--- src/rtl/logic_op_arbiter_if.sv ---
// Request/response bundle for the shared logic unit: two requesters in, one
// result channel plus status counters out.
interface logic_op_arbiter_if #(
  parameter int DATA_W = 32,
  parameter int CNT_W  = 16
);
  logic              req0_valid;
  logic              req0_ready;
  logic [1:0]        req0_op;
  logic [DATA_W-1:0] req0_a;
  logic [DATA_W-1:0] req0_b;
  logic              req1_valid;
  logic              req1_ready;
  logic [1:0]        req1_op;
  logic [DATA_W-1:0] req1_a;
  logic [DATA_W-1:0] req1_b;
  logic              rsp_valid;
  logic              rsp_ready;
  logic              rsp_id;
  logic [DATA_W-1:0] rsp_data;
  logic              busy;
  logic [CNT_W-1:0]  cnt0;
  logic [CNT_W-1:0]  cnt1;

  modport master (
    output req0_valid, req0_op, req0_a, req0_b,
    output req1_valid, req1_op, req1_a, req1_b,
    output rsp_ready,
    input  req0_ready, req1_ready,
    input  rsp_valid, rsp_id, rsp_data, busy, cnt0, cnt1
  );

  modport slave (
    input  req0_valid, req0_op, req0_a, req0_b,
    input  req1_valid, req1_op, req1_a, req1_b,
    input  rsp_ready,
    output req0_ready, req1_ready,
    output rsp_valid, rsp_id, rsp_data, busy, cnt0, cnt1
  );
endinterface

--- src/rtl/logic_op_arbiter.sv ---
// Round-robin arbiter sharing one registered logic/add unit between a host and
// a local requester; single outstanding transaction, accept -> exec -> respond.
module logic_op_arbiter #(
  parameter int DATA_W = 32,
  parameter int CNT_W  = 16
) (
  input  logic         okClk,
  input  logic         rst_n,
  logic_op_arbiter_if.slave bus
);

  typedef enum logic [1:0] {
    IDLE = 2'd0,
    EXEC = 2'd1,
    RESP = 2'd2
  } state_t;

  state_t            state_q, state_d;
  logic              ptr_q, ptr_d;
  logic              rsp_valid_q, rsp_valid_d;
  logic              rsp_id_q, rsp_id_d;
  logic [DATA_W-1:0] rsp_data_q, rsp_data_d;
  logic [CNT_W-1:0]  cnt0_q, cnt0_d;
  logic [CNT_W-1:0]  cnt1_q, cnt1_d;

  logic [1:0]        op_q;
  logic [DATA_W-1:0] a_q;
  logic [DATA_W-1:0] b_q;
  logic              id_q;

  logic              grant_id;
  logic              rdy0;
  logic              rdy1;
  logic              accept;

  function automatic logic [DATA_W-1:0] alu_f(input logic [1:0]        op,
                                              input logic [DATA_W-1:0] a,
                                              input logic [DATA_W-1:0] b);
    logic [DATA_W-1:0] r;
    case (op)
      2'b00:   r = a | b;
      2'b01:   r = a & b;
      2'b10:   r = a ^ b;
      default: r = a + b;
    endcase
    return r;
  endfunction

  function automatic logic [CNT_W-1:0] cnt_inc_f(input logic [CNT_W-1:0] c);
    return c + {{(CNT_W-1){1'b0}}, 1'b1};
  endfunction

  // Pointer only matters on contention; a lone requester always wins.
  always_comb begin
    grant_id = bus.req1_valid;
    if (bus.req0_valid && bus.req1_valid) begin
      grant_id = ptr_q;
    end
  end

  // Readies are gated by rst_n so nothing transfers while reset is held.
  assign rdy0   = rst_n && (state_q == IDLE) && bus.req0_valid && !grant_id;
  assign rdy1   = rst_n && (state_q == IDLE) && bus.req1_valid &&  grant_id;
  assign accept = rdy0 | rdy1;

  assign bus.req0_ready = rdy0;
  assign bus.req1_ready = rdy1;
  assign bus.rsp_valid  = rsp_valid_q;
  assign bus.rsp_id     = rsp_id_q;
  assign bus.rsp_data   = rsp_data_q;
  assign bus.busy       = (state_q != IDLE);
  assign bus.cnt0       = cnt0_q;
  assign bus.cnt1       = cnt1_q;

  always_comb begin
    state_d     = state_q;
    ptr_d       = ptr_q;
    rsp_valid_d = rsp_valid_q;
    rsp_id_d    = rsp_id_q;
    rsp_data_d  = rsp_data_q;
    cnt0_d      = cnt0_q;
    cnt1_d      = cnt1_q;
    case (state_q)
      IDLE: begin
        if (accept) begin
          ptr_d   = ~grant_id;
          state_d = EXEC;
        end
      end
      EXEC: begin
        rsp_data_d  = alu_f(op_q, a_q, b_q);
        rsp_id_d    = id_q;
        rsp_valid_d = 1'b1;
        state_d     = RESP;
      end
      RESP: begin
        if (bus.rsp_ready) begin
          if (rsp_id_q) begin
            cnt1_d = cnt_inc_f(cnt1_q);
          end else begin
            cnt0_d = cnt_inc_f(cnt0_q);
          end
          rsp_valid_d = 1'b0;
          state_d     = IDLE;
        end
      end
      default: begin
        state_d     = IDLE;
        rsp_valid_d = 1'b0;
      end
    endcase
  end

  always_ff @(posedge okClk or negedge rst_n) begin
    if (!rst_n) begin
      state_q     <= IDLE;
      ptr_q       <= 1'b0;
      rsp_valid_q <= 1'b0;
      rsp_id_q    <= 1'b0;
      rsp_data_q  <= '0;
      cnt0_q      <= '0;
      cnt1_q      <= '0;
    end else begin
      state_q     <= state_d;
      ptr_q       <= ptr_d;
      rsp_valid_q <= rsp_valid_d;
      rsp_id_q    <= rsp_id_d;
      rsp_data_q  <= rsp_data_d;
      cnt0_q      <= cnt0_d;
      cnt1_q      <= cnt1_d;
    end
  end

  // Operand capture: only meaningful after an accept, so no reset needed.
  always_ff @(posedge okClk) begin
    if (accept) begin
      op_q <= grant_id ? bus.req1_op : bus.req0_op;
      a_q  <= grant_id ? bus.req1_a  : bus.req0_a;
      b_q  <= grant_id ? bus.req1_b  : bus.req0_b;
      id_q <= grant_id;
    end
  end

endmodule

--- src/flat_wrapper.sv ---
// flat-port wrapper written by rule: the top's interface ports become plain ports
module logic_op_arbiter_flat 
#(
  parameter int DATA_W = 32,
  parameter int CNT_W  = 16
)
  (okClk, rst_n, bus_req0_valid, bus_req0_op, bus_req0_a, bus_req0_b, bus_req1_valid, bus_req1_op, bus_req1_a, bus_req1_b, bus_rsp_ready, bus_req0_ready, bus_req1_ready, bus_rsp_valid, bus_rsp_id, bus_rsp_data, bus_busy, bus_cnt0, bus_cnt1);
  logic_op_arbiter_if #(.DATA_W(DATA_W), .CNT_W(CNT_W)) bus_i ();
  input  logic okClk;
  input  logic rst_n;
  input wire logic [$bits(bus_i.req0_valid)-1:0] bus_req0_valid;
  input wire logic [$bits(bus_i.req0_op)-1:0] bus_req0_op;
  input wire logic [$bits(bus_i.req0_a)-1:0] bus_req0_a;
  input wire logic [$bits(bus_i.req0_b)-1:0] bus_req0_b;
  input wire logic [$bits(bus_i.req1_valid)-1:0] bus_req1_valid;
  input wire logic [$bits(bus_i.req1_op)-1:0] bus_req1_op;
  input wire logic [$bits(bus_i.req1_a)-1:0] bus_req1_a;
  input wire logic [$bits(bus_i.req1_b)-1:0] bus_req1_b;
  input wire logic [$bits(bus_i.rsp_ready)-1:0] bus_rsp_ready;
  output wire logic [$bits(bus_i.req0_ready)-1:0] bus_req0_ready;
  output wire logic [$bits(bus_i.req1_ready)-1:0] bus_req1_ready;
  output wire logic [$bits(bus_i.rsp_valid)-1:0] bus_rsp_valid;
  output wire logic [$bits(bus_i.rsp_id)-1:0] bus_rsp_id;
  output wire logic [$bits(bus_i.rsp_data)-1:0] bus_rsp_data;
  output wire logic [$bits(bus_i.busy)-1:0] bus_busy;
  output wire logic [$bits(bus_i.cnt0)-1:0] bus_cnt0;
  output wire logic [$bits(bus_i.cnt1)-1:0] bus_cnt1;
  assign bus_i.req0_valid = bus_req0_valid;
  assign bus_i.req0_op = bus_req0_op;
  assign bus_i.req0_a = bus_req0_a;
  assign bus_i.req0_b = bus_req0_b;
  assign bus_i.req1_valid = bus_req1_valid;
  assign bus_i.req1_op = bus_req1_op;
  assign bus_i.req1_a = bus_req1_a;
  assign bus_i.req1_b = bus_req1_b;
  assign bus_i.rsp_ready = bus_rsp_ready;
  assign bus_req0_ready = bus_i.req0_ready;
  assign bus_req1_ready = bus_i.req1_ready;
  assign bus_rsp_valid = bus_i.rsp_valid;
  assign bus_rsp_id = bus_i.rsp_id;
  assign bus_rsp_data = bus_i.rsp_data;
  assign bus_busy = bus_i.busy;
  assign bus_cnt0 = bus_i.cnt0;
  assign bus_cnt1 = bus_i.cnt1;
  logic_op_arbiter #(.DATA_W(DATA_W), .CNT_W(CNT_W)) u_core (.okClk(okClk), .rst_n(rst_n), .bus(bus_i));
endmodule
--- config.mk ---
export PLATFORM = sky130hd
export DESIGN_NAME = logic_op_arbiter_flat
export DESIGN_NICKNAME = d
export VERILOG_FILES = /design/src/rtl/logic_op_arbiter_if.sv /design/src/rtl/logic_op_arbiter.sv /design/src/flat_wrapper.sv
export SDC_FILE = /design/constraint.sdc
export NUM_CORES = 1
export LEC_CHECK = 0
export CAP_MARGIN = 20
export CORE_MARGIN = 10
export CORE_UTILIZATION = 40
export CTS_CLUSTER_DIAMETER = 120
export DETAILED_ROUTE_END_ITERATION = 16
export PLACE_DENSITY = 0.69
export SLEW_MARGIN = 25
export SYNTH_ARGS = -nofsm -noshare
export SYNTH_HDL_FRONTEND = slang
export SYNTH_SLANG_ARGS = --single-unit
--- constraint.sdc ---
create_clock -name okClk -period 3.2 [get_ports okClk]
set_clock_uncertainty 0.2 [all_clocks]
set_input_delay 0.64 -clock okClk [delete_from_list [all_inputs] [get_ports okClk]]
set_output_delay 0.64 -clock okClk [all_outputs]
set_load 0.01 [all_outputs]
==> summary.txt, run 1 <==
Global route
  • First-pass GRT wire length: approximately 39000 um
  • Initial antenna violation count: 0
  • Vias in the first global route: between 7000 and 8000
  • Gr usage total: about 17%
  • Largest net degree at the start of global routing: 70
  • GRT Residual Overflow: 0

STA
  • Final Cycle Share: a little over nine tenths
  • Final Hold Fails: 0
  • Fmax: 331.4 MHz
  • RSZ-0062 raised after global routing: false
  • Worst-Margin Slew: 0.8840 ns
  • TNS Setup: 0 ns
  • Final Max Tran Viols: 0
  • Worst slew margin: 41.06%
  • Final setup viols: 0
  • Final min period: 3.017 ns

Setup path
  • Max incr delay on CP: around 0.53 ns
  • CP Cell Sequence: or2_2 -> nor2_1 -> and3_1 -> clkdlybuf4s50_1
  • CP startpoint kind: register
  • CP Class: register to primary output
  • Arrival time worst endpoint: between 2 and 2.5 ns
  • Crit path max fanout: 6
  • Critical path's slowest cell: clkdlybuf4s50_1
  • CP Capture Type: primary output
  • CP required: ~2.4 ns

Logic synthesis
  • Synthesized area: just under 0.009 mm^2
  • Top cell type's share of synthesized area: between 20% and 30%
  • Cells after Synth: around 1000
  • Top area cells in the synthesized netlist: edfxtp_1 (23%), dfrtp_1 (20%), nand2_1 (12%)
  • Area leader, netlist: edfxtp_1
  • Post-synth cell types: 67
  • Top FF cell, synth: dfrtp_1
  • Sequential element share of the synthesized area: between 40% and 50%
  • Ys Warns: 0
  • Number of synthesized flops with an enable pin: 67
  • Avg Inst Size Synth: about 8.5 um^2
  • Yosys reg bits: 136
  • Fraction of registers with async set/reset: roughly half
  • Post-Syn Nets: between 1000 and 1500

Clocking
  • CTS max path bufs: 2
  • Post-CTS setup buffers: 0
  • CTS tree: yes
  • CTS Buf Count: 17
  • Clk root buf: clkbuf_16
  • CTS clk-pin slew, worst paths: 0.06 ns
  • CTS-repair resized insts: 0
  • Clock Latency Late Sink: ~0.42 ns
  • H-tree Lvls: 4
  • Hold_buf cts: 0
  • CTS Sinks: 136

Layout
  • Fin area: around 0.012 mm^2
  • Footprint of the multi-input gates: between 0.004 and 0.005 mm^2
  • Most common cell after layout, fill and taps aside: nand2_1
  • Filler cell count: between 2000 and 2500
  • Register area: about 0.0037 mm^2
  • Most frequent cells in the layout: nand2_1 (274), clkdlybuf4s50_1 (204), inv_1 (75)
  • Area Overhead vs Synth: 33.60%
  • Diodes inserted: 0
  • Layout cells sized above 1: under 10%
  • Nets: roughly 1400
  • Fin cells: around 1500

Floorplanning
  • Core Region: roughly 0.022 mm^2
  • Ports: roughly 210
  • Die Height: roughly 170 um
  • Initial Util: a little over 40%
  • Rows: between 50 and 60
  • Die Width: approximately 170 um
  • Die ar.: approximately 0.028 mm^2

Drt
  • DR vias/cell: 5.127
  • ANT nets after route: 0
  • Initial DRC count: roughly 640
  • Final wirelength: ~25000 um
  • Wire per inst: approximately 16 um
  • DRC viols: 0
  • Vias: around 7700
  • DRT Pass-1 Iters: 6

Pwr
  • Internal power: approximately 5.0 mW
  • Worst vdd ir: around 0.32 mV
  • P_sw: about 2.6 mW
  • Clock Power Share: around 28%
  • Switching fraction of total power: about a third
  • Sequential power share: about a third
  • Power Density: about 640 mW/mm^2
  • Logic pwr share: between 30 and 40%
  • Leakage: 5.270 nW

Placement
  • Placer Congestion: 0.8969
  • DP Area: 0.01117 mm^2
  • Port buffer count: between 200 and 250
  • Hpwl dp: a little under 20000 um
  • Placed cells: approximately 1500

Flow run
  • Max_cap viols: 0

Hold path
  • Hold WC Path Type: register to register

Outcome
  • Status: finished, final reports clean
## power by group through the flow
stage | registers [mW] | logic (mW) | clock network, mW
global placement | 2.58 | 2.85 | 0
global route | 2.62 | 3.16 | 2.23
CTS | 2.57 | 2.88 | 2.15
floorplan | 2.65 | 1.52 | 0
finish | 2.57 | 2.86 | 2.11
detailed placement | 2.61 | 2.87 | 0
## flip-flops by register name, indices dropped and copies added, names as in the netlist
signal and cells:
u_core.bus.rsp_valid 1, u_core.id_q 1, u_core.bus.rsp_data 32, u_core.state_q 2
u_core.bus.cnt0 16, u_core.b_q 32, u_core.op_q 2, u_core.ptr_q 1
u_core.a_q 32, u_core.bus.rsp_id 1, u_core.bus.cnt1 16
## worst max-delay path: cells and delay by family (launching register included)
family | cells | cell delay, ns
flip-flops | 1 | 0.43
AND/OR/NAND/NOR | 3 | 0.79
buffers and inverters | 1 | 0.53
## cell type report
type	instances	area share, %
multi-input combinational	764	38.87
tap	280	2.966
clock inverter	9	1.112
inverter	76	2.416
clock buffer	23	4.312
sequential	136	31.66
timing repair buffer	221	18.67
## synthesized netlist by cell type, types with 4 or more instances
cell type,instances
a211oi_1,19
a21o_1,15
a21oi_1,65
a31oi_1,5
and3_1,11
buf_1,5
buf_2,5
clkbuf_1,45
dfrtp_1,69
edfxtp_1,67
ha_1,66
inv_1,76
mux2i_1,6
nand2_1,274
nand3_1,22
nand4_1,18
nor2_1,56
nor2b_1,4
nor3_1,7
o211ai_1,11
o21a_1,11
o21ai_0,57
o21ai_1,5
o221ai_1,4
o31ai_1,4
xnor2_1,34
xor2_1,15
## per-layer routing
metal | vias up | track usage [%] | wire [um] | part of all wire, %
met4 | 0 | 3.671 | 216 | 0.87
met5 | - | 0 | 0 | 0
li1 | 3897 | - | - | -
met1 | 3560 | 23.39 | 11710 | 47
met2 | 261 | 25.62 | 10830 | 44
met3 | 18 | 5.396 | 1963 | 7.9
## stage by stage
stage                     worst slack, ns  power (mW)  hold slack [ns]  utilization, %
after floorplan                   0.03271       4.166           0.1444               -
after global placement             0.2517       5.431           0.2318           51.34
after detailed placement           0.2187       5.481           0.2282           51.34
after CTS                          0.1799       7.606           0.2421           54.28
after global routing              0.07377       8.013           0.2603           54.28
final                              0.1827       7.536           0.2409           54.28
## worst paths after layout
path | startpoint | endpoint | slack [ns] | depth (start not counted)
max | u_core.state_q[1] | bus_req0_ready | 0.18 | 4
min | u_core.id_q | u_core.bus.rsp_id | 0.24 | 2
min in group asynchronous | rst_n | u_core.bus.cnt0[7] | 0.29 | 2
max in group asynchronous | rst_n | u_core.bus.rsp_data[22] | 1.95 | 2
max reg2reg | u_core.a_q[0] | u_core.bus.rsp_data[20] | 0.31 | 9
min reg2reg | u_core.id_q | u_core.bus.rsp_id | 0.24 | 2
## cell families (layout without fill, tap and decap cells)
family | after synthesis | count (layout) | share of synthesized area, %
AND/OR/NAND/NOR | 415 | 415 | 20.14
AO/OA/AOI/OAI | 224 | 224 | 16.04
adder cells (fa/ha/maj) | 67 | 67 | 9.568
multiplexers | 9 | 9 | 1.189
XOR/XNOR | 49 | 49 | 4.855
flip-flops | 136 | 136 | 42.29
buffers and inverters | 135 | 329 | 5.916
No activity file was read; power rests on OpenSTA's default activity.
==> run 2, diff against run 1 <==
--- a/config.mk
+++ b/config.mk
@@ -6,7 +6,7 @@
 export NUM_CORES = 1
 export LEC_CHECK = 0
 export CAP_MARGIN = 20
-export CORE_MARGIN = 10
+export CORE_MARGIN = 2
 export CORE_UTILIZATION = 40
 export CTS_CLUSTER_DIAMETER = 120
 export DETAILED_ROUTE_END_ITERATION = 16
==> summary.txt, run 2 (synthesis gave the netlist of run 1 again) <==
Placement
  • Placed cells: 1477 (unchanged)
  • Pre-CTS WS: 0.1551 ns (-0.06359 ns)
  • DP Area: 0.01117 mm^2 (about the same)
  • Hpwl dp: 17300 um (-11%)
  • Placer Congestion: 0.8912 (-0.64%)
  • Port buffer count: 205 (unchanged)

Clocking
  • CTS clk-pin slew, worst paths: 0.06 ns (about the same)
  • CTS-repair resized insts: 0 (unchanged)
  • H-tree Lvls: 4 (unchanged)
  • CTS tree: yes
  • Clk root buf: clkbuf_16
  • CTS max path bufs: 2 (unchanged)
  • Post-CTS setup buffers: 0 (unchanged)
  • CTS Buf Count: 17 (unchanged)
  • CTS Sinks: 136 (unchanged)
  • Hold_buf cts: 0 (unchanged)
  • Clock Latency Late Sink: 0.42 ns (about the same)

Setup path
  • Reg2Reg Setup Slack: 0.28 ns (-0.03 ns)
  • CP required: 2.36 ns (about the same)
  • Arrival time worst endpoint: 2.21 ns (+0.03 ns)
  • Crit path max fanout: 5 (-1)
  • Worst r2r src: u_core.b_q[0]
  • RR Endpoint: u_core.bus.rsp_data[20]
  • CP Class: primary input to primary output
  • CP startpoint kind: primary input
  • Cell depth of the worst flop-to-flop path: 9 (unchanged)
  • CP Capture Type: primary output

Layout
  • Nets: 1420 (unchanged)
  • Layout cells sized above 1: 5.207% (-0.081 points)
  • Area Overhead vs Synth: 33.89%
  • Fin area: 0.01184 mm^2 (+0.21%)
  • Most common cell after layout, fill and taps aside: nand2_1
  • Most frequent cells in the layout: nand2_1 (274), clkdlybuf4s50_1 (204), inv_1 (75)
  • Diodes inserted: 0 (unchanged)
  • Fin cells: 1509 (unchanged)

Global route
  • Largest net degree at the start of global routing: 70 (unchanged)
  • GRT Residual Overflow: 0 (unchanged)
  • First-pass GRT wire length: 37030 um (-5.9%)
  • Gr usage total: 19.60% (+2.6 points)
  • Vias in the first global route: 7234 (-2.2%)
  • Initial antenna violation count: 0 (unchanged)

Pwr
  • Switching fraction of total power: 33.94% (-0.14 points)
  • P_sw: 2.558 mW (-0.39%)
  • Sequential power share: 34.1% (about the same)
  • Clock Power Share: 28.0% (about the same)
  • Logic pwr share: 37.9% (about the same)
  • Leakage: 5.280 nW (+0.19%)
  • Power Density: 636.8 mW/mm^2 (-0.20%)
  • Internal power: 4.979 mW (+0.21%)
  • Worst vdd ir: 0.2993 mV (-6.2%)

Outcome
  • Status: finished, final reports clean

Floorplanning
  • Die Width: 152.7 um (-9.5%)
  • Initial Util: 40.63% (unchanged)
  • Core Region: 0.02176 mm^2 (unchanged)
  • Rows: 54 (unchanged)
  • Ports: 206 (unchanged)
  • Die Height: 152.7 um (-9.5%)
  • Die ar.: 0.02331 mm^2 (-18%)

Drt
  • Final wirelength: 23140 um (-6.4%)
  • Vias: 7740 (+0.052%)
  • ANT nets after route: 0 (unchanged)
  • DR vias/cell: 5.129 (about the same)
  • DRT Pass-1 Iters: 5 (-1)
  • Wire per inst: 15.33 um (-6.4%)
  • Initial DRC count: 590 (-7.5%)
  • DRC viols: 0 (unchanged)

Hold path
  • Worst Hold Endpoint: u_core.bus.rsp_id
  • Worst hold path startpoint: u_core.id_q
  • Hold WC Path Type: register to register
  • Hold path depth: 2 (unchanged)

STA
  • RSZ-0062 raised after global routing: false
  • Fmax: 327.8 MHz (-1.1%)
  • Final setup viols: 0 (unchanged)
  • TNS Setup: 0 ns (unchanged)
  • Final min period: 3.051 ns (+0.03336 ns)
  • Worst-Margin Slew: 0.8597 ns (-0.02433 ns)
  • Final Hold Fails: 0 (unchanged)
  • Final Cycle Share: 95.33% (+1.0 points)
  • Final Max Tran Viols: 0 (unchanged)
  • Worst slew margin: 42.69% (+1.6 points)
  • Final setup margin: 0.1494 ns (-0.03336 ns)

Flow run
  • Max_cap viols: 0 (unchanged)
==> run 2: final cells by class <==
class,instances,area (um^2)
Inverter,76,287.8
Multi-Input combinational cell,764,4591
Tap cell,280,350.3
Clock inverter,6,66.31
Fill cell,1951,9921
Sequential cell,136,3739
Clock buffer,26,596.8
Timing Repair Buffer,221,2205
==> run 2: worst max-delay path: stages <==
cell	delay (ns)
clkdlybuf4s50_1	0.54
inv_1	0.10
o21ai_4	0.22
and3_1	0.18
clkdlybuf4s50_1	0.52
==> run 2: metrics by stage <==
step / total power [mW] / utilization (%) / hold slack (ns)
2_1_floorplan: 4.166 / - / 0.1444
3_3_place_gp: 5.398 / 51.34 / 0.2232
3_5_place_dp: 5.445 / 51.35 / 0.2257
4_1_cts: 7.578 / 54.40 / 0.2339
5_1_grt: 7.984 / 54.40 / 0.2519
6_report: 7.536 / 54.40 / 0.2308
==> run 2: power by group through the flow <==
stage | logic (mW) | clock network, mW | registers (mW)
final | 2.85 | 2.11 | 2.57
after global routing | 3.14 | 2.22 | 2.63
after CTS | 2.85 | 2.15 | 2.58
after detailed placement | 2.84 | 0 | 2.61
after global placement | 2.81 | 0 | 2.58
after floorplan | 1.52 | 0 | 2.65
==> run 2: worst max path at each step <==
stage                       from              to  slack (ns)  cells past startpoint
6_report          bus_req0_valid  bus_req0_ready        0.15                      5
5_1_grt        u_core.state_q[1]  bus_req0_ready        0.04                      4
2_1_floorplan  u_core.state_q[1]   u_core.a_q[0]        0.03                      3
3_3_place_gp      bus_req0_valid  bus_req0_ready        0.22                      5
3_5_place_dp      bus_req0_valid  bus_req0_ready        0.16                      5
4_1_cts           bus_req0_valid  bus_req0_ready        0.15                      5
==> run 2: routing by layer <==
| layer | GRT usage, % | vias up | share of wire (%) |
|---|---|---|---|
| met1 | 28.23 | 3575 | 48 |
| met2 | 30.37 | 261 | 45 |
| met5 | 0 | - | 0 |
| met4 | 4.674 | 0 | 1.0 |
| li1 | - | 3887 | - |
| met3 | 4.067 | 17 | 5.8 |
